`src/rtl/alu_arbiter.sv`:
```
// Round-robin arbiter sharing one combinational ALU between NREQ requesters.
// Grants in IDLE, gives the ALU one settle cycle in EXEC, and holds a tagged response in RESP.
module alu_arbiter #(
  parameter int n    = 32,
  parameter int NREQ = 4,
  parameter int IDW  = 2
) (
  input  logic              clk,
  input  logic              rst_n,
  input  logic [NREQ-1:0]   req_valid,
  output logic [NREQ-1:0]   req_ready,
  input  logic [NREQ*n-1:0] req_a,
  input  logic [NREQ*n-1:0] req_b,
  input  logic [NREQ*3-1:0] req_ctr,
  output logic [n-1:0]      alu_a,
  output logic [n-1:0]      alu_b,
  output logic [2:0]        alu_ctr,
  input  logic [n-1:0]      alu_result,
  input  logic              alu_zero,
  input  logic              alu_overflow,
  output logic              resp_valid,
  input  logic              resp_ready,
  output logic [IDW-1:0]    resp_id,
  output logic [n-1:0]      resp_result,
  output logic              resp_zero,
  output logic              resp_overflow,
  output logic              busy
);

  typedef enum logic [1:0] {IDLE, EXEC, RESP} state_t;

  state_t           state_reg;
  logic [IDW-1:0]   grant_reg;
  logic [IDW-1:0]   last_grant_reg;
  logic [n-1:0]     alu_a_reg;
  logic [n-1:0]     alu_b_reg;
  logic [2:0]       alu_ctr_reg;
  logic [IDW-1:0]   resp_id_reg;
  logic [n-1:0]     resp_result_reg;
  logic             resp_zero_reg;
  logic             resp_overflow_reg;

  logic [n-1:0]     a_arr   [NREQ];
  logic [n-1:0]     b_arr   [NREQ];
  logic [2:0]       ctr_arr [NREQ];

  logic             win_found;
  logic [IDW-1:0]   win_idx;

  generate
    for (genvar gi = 0; gi < NREQ; gi++) begin : g_unpack
      assign a_arr[gi]   = req_a[gi*n +: n];
      assign b_arr[gi]   = req_b[gi*n +: n];
      assign ctr_arr[gi] = req_ctr[gi*3 +: 3];
    end
  endgenerate

  // Search starts just past the last completed grant and wraps, so the
  // previous owner is considered last.
  always_comb begin
    int             idx;
    logic [IDW-1:0] idx_w;
    win_found = 1'b0;
    win_idx   = '0;
    idx       = 0;
    idx_w     = '0;
    for (int k = 1; k <= NREQ; k++) begin
      idx   = (int'(last_grant_reg) + k) % NREQ;
      idx_w = IDW'(idx);
      if (!win_found && req_valid[idx_w]) begin
        win_found = 1'b1;
        win_idx   = idx_w;
      end
    end
  end

  always_comb begin
    req_ready = '0;
    if (rst_n && state_reg == IDLE && win_found)
      req_ready[win_idx] = 1'b1;
  end

  always_ff @(posedge clk or negedge rst_n) begin
    if (!rst_n) begin
      state_reg         <= IDLE;
      grant_reg         <= '0;
      last_grant_reg    <= IDW'(NREQ - 1);
      alu_a_reg         <= '0;
      alu_b_reg         <= '0;
      alu_ctr_reg       <= '0;
      resp_id_reg       <= '0;
      resp_result_reg   <= '0;
      resp_zero_reg     <= 1'b0;
      resp_overflow_reg <= 1'b0;
    end else begin
      case (state_reg)
        IDLE: begin
          if (win_found) begin
            alu_a_reg   <= a_arr[win_idx];
            alu_b_reg   <= b_arr[win_idx];
            alu_ctr_reg <= ctr_arr[win_idx];
            grant_reg   <= win_idx;
            state_reg   <= EXEC;
          end
        end
        EXEC: begin
          resp_result_reg   <= alu_result;
          resp_zero_reg     <= alu_zero;
          resp_overflow_reg <= alu_overflow;
          resp_id_reg       <= grant_reg;
          state_reg         <= RESP;
        end
        RESP: begin
          // Pointer moves only on completion, keeping the rotation fair under back-pressure.
          if (resp_ready) begin
            last_grant_reg <= grant_reg;
            state_reg      <= IDLE;
          end
        end
        default: state_reg <= IDLE;
      endcase
    end
  end

  assign alu_a         = alu_a_reg;
  assign alu_b         = alu_b_reg;
  assign alu_ctr       = alu_ctr_reg;
  assign resp_valid    = (state_reg == RESP);
  assign resp_id       = resp_id_reg;
  assign resp_result   = resp_result_reg;
  assign resp_zero     = resp_zero_reg;
  assign resp_overflow = resp_overflow_reg;
  assign busy          = (state_reg != IDLE);

endmodule

```
`config.mk`:
```
export PLATFORM = sky130hd
export DESIGN_NAME = alu_arbiter
export DESIGN_NICKNAME = d
export VERILOG_FILES = /design/src/rtl/alu_arbiter.sv
export SDC_FILE = /design/constraint.sdc
export NUM_CORES = 1
export LEC_CHECK = 0
export CAP_MARGIN = 20
export CORE_AREA = 2 2 164 166
export CTS_BUF_LIST = sky130_fd_sc_hd__clkbuf_16
export DETAILED_ROUTE_END_ITERATION = 16
export DIE_AREA = 0 0 166 168
export PLACE_DENSITY_LB_ADDON = 0.15
export SLEW_MARGIN = 25
export SYNTH_ARGS = -nofsm -noshare
export SYNTH_HDL_FRONTEND = slang
export SYNTH_SLANG_ARGS = --single-unit
```
`constraint.sdc`:
```
create_clock -name clk -period 4.2 [get_ports clk]
set_clock_uncertainty 0.05 [all_clocks]
set_input_delay 0.63 -clock clk [delete_from_list [all_inputs] [get_ports clk]]
set_output_delay 0.63 -clock clk [all_outputs]
set_load 0.02 [all_outputs]
```
==> results.md <==
- Violation count after the first detailed-route iteration: 439
- Crit path max-delay family: buffers and inverters
- Share of post-route cells with drive strength above 1: 0.0842
- Number of max-cap violations: 0
- Yosys Warn Count: 0
- Most frequent cell after synthesis: dfrtp_1
- Min Clock Period, post-route: roughly 3.3 ns
- HP Class: primary input to asynchronous set/reset pin
- Post-synth top area share: 0.416
- Seq/Total Area, Yosys: 0.424
- Pwr Density: about 650 mW/mm2
- Final antenna-violating net count: 0
- Critical path's largest stage delay: slightly above 0.6 ns
- GPL Wtd Cong: 0.759
- Final instance area: 0.0111 mm2
- Post-CTS Setup Inserts: 0
- Worst-case vdd ir drop: approximately 0.52 mV
- Placed cell area: around 0.011 mm2
- Worst-case clock buffer depth: 2
- Clock root cell: clkbuf_16
- Drc violations: 0
- Initial antenna violation count: 0
- Post_cts resized: 0
- Overflow left after global routing: 0
- Critical path endpoint category: output port
- Max Fclk: 303 MHz
- WL final: 30600 um
- Top FF cell, synth: dfrtp_1
- Register bit total from synthesis: about 110
- Setup TNS: 0 ns
- Hold bufs inserted after CTS: 0
- Worst slew margin: 0.384
- Worst-margin pin slew: between 0.9 and 1 ns
- Post-DP HPWL: between 15000 and 20000 um
- Fin nets: 1349
- Post-route core utilization: 0.421
- Final Hold Vio Count: 0
- Unrepaired setup endpoints after global routing: no
- Area leader, netlist: dfrtp_1
- Io pins: around 420
- Clock Pin Slew Worst Setup and Hold Paths: ~0.090 ns
- Routed vias/inst: between 5 and 6
- CP most frequent cell: clkdlybuf4s50_1
- Number of global-route vias before repair: approximately 7300
- Slowest-stage cell, CP: clkdlybuf4s50_1
- Critical Path AT: roughly 2.6 ns
- WP buf/inv: 2
- Inserted Clock Buffers: 9
- Pre-antenna DRT Iters: 4
- CP Max Fanout: 9
- Post-synthesis async set-or-reset flop share: 1.00
- Synthesized area per cell: between 9 and 10 um2
- Die area: roughly 0.028 mm2
- Post-synth EDFFs: 0
- Net count after synthesis: about 990
- Initial Utilization: 0.244
- First-pass GRT wire length: roughly 46000 um
- Post-Syn Area: ~0.0064 mm2
- Main area contributors after synthesis: dfrtp_1 (42%), a32oi_1 (9.1%), a41oi_1 (9.1%)
- Pin count of the biggest net entering global routing: 71
- # rows: 60
- Worst hold slack: 0.372 ns
- Diode count: 0
- Worst-skew pair later-pin latency: roughly 0.36 ns
- IO Port Bufs: approximately 420
- Clock Sink Count: around 110
- P&R area growth vs syn: 72.5%
- Final period utilization: 0.785
- Static leakage: roughly 0.004 uW
- CTS tree: yes
- CP cell instances: clkdlybuf4s50_1 > or3_4 > o311ai_4 > nand2_1 > nor2_1 > clkdlybuf4s50_1
- Synth cell count leaders: dfrtp_1 (107), nor2_1 (76), a31oi_1 (68)
- Vias: roughly 7300
- Total Routing Usage GR: 0.210
- DR WL/cell: 22.1 um
- Req. time, crit path: 3.52 ns
- Unique masters post-synth: 35
- Vert. Die Dim: about 170 um
- Critical path class: primary input to output port
- H-tree levels: 3
- Core area: approximately 0.026 mm2
- Chip width: 166 um
- Slew Viols, Final: 0
- Status: completed
- Filler Cells Inserted: around 2700
- Setup violators final: 0
- Synth Instances: 682
- Setup crit start kind: primary input
## logic make-up after synthesis
| logic type | synth area share |
|---|---|
| flip-flops | 0.424 |
| AND/OR/NAND/NOR | 0.129 |
| AO/OA/AOI/OAI | 0.317 |
| buffers and inverters | 0.0632 |
| multiplexers | 0.0665 |
## worst reg2reg max path, cell delays in order (launching register included)
cell	delay, ns
dfstp_2	0.62
and2b_1	0.25
o311ai_4	0.23
buf_4	0.68
a32oi_1	0.34
a31oi_1	0.18
## layout by cell type, fill, tap and decap left out, drive strengths merged, types with 21 or more instances in the layout
master / Yosys / final
a41oi: 67 / 67
buf: 32 / 21
a31oi: 68 / 68
mux2: 38 / 38
and2: 67 / 67
a32oi: 67 / 67
clkdlybuf4s50: 0 / 413
dfrtp: 107 / 107
nor2: 76 / 76
o21ai: 71 / 71
## per-layer routing
layer  GRT usage  part of all wire  vias to the layer above
li1            -                 -                     3360
met1       0.266              0.42                     3589
met2       0.352              0.48                      305
met3      0.0550             0.074                       32
met4      0.0616             0.022                        0
met5           0                 0                        -
## through the flow
stage          power [uW]  setup WS, ns  instances
3_3_place_gp         6370         0.907       1370
3_5_place_dp         6400         0.910       1370
6_report             7260         0.904       1386
5_1_grt              7700         0.803       1386
2_1_floorplan        4380          1.61        682
4_1_cts              7340         0.910       1386
## power breakdown
group | leakage, uW | internal (uW) | switching, uW
clock | 0.000153 | 431 | 486
sequential | 0.00124 | 1610 | 309
combinational | 0.00260 | 1990 | 2430
total | 0.00400 | 4030 | 3230
## worst paths after layout
| kind | from | end | slack, ns | depth (start not counted) |
|---|---|---|---|---|
| worst max-delay path | req_valid[0] | req_ready[3] | 0.90 | 6 |
| min in group clk | resp_result[12]$_DFFE_PN0N_ | resp_result[12]$_DFFE_PN0N_ | 0.46 | 1 |
| worst min register to register | resp_result[12]$_DFFE_PN0N_ | resp_result[12]$_DFFE_PN0N_ | 0.46 | 1 |
| worst min-delay path | rst_n | alu_a[21]$_DFFE_PN0P_ | 0.37 | 2 |
| max in group asynchronous | rst_n | resp_result[28]$_DFFE_PN0N_ | 2.41 | 3 |
| worst max register to register | last_grant_reg[0]$_DFFE_PN1P_ | alu_b[31]$_DFFE_PN0P_ | 1.78 | 5 |
## area by class of cell
cell class / instances / area (um2) / share of cell area
repair buffers: 434 / 4280 / 0.386
multi-input cells: 482 / 3340 / 0.301
flip-flops and latches: 109 / 2730 / 0.246
well taps: 341 / 427 / 0.0384
clock buffers: 9 / 225 / 0.0203
clock inverters: 7 / 82.6 / 0.00744
inverters: 4 / 15.0 / 0.00135
Power figures use the tool's default switching activity.
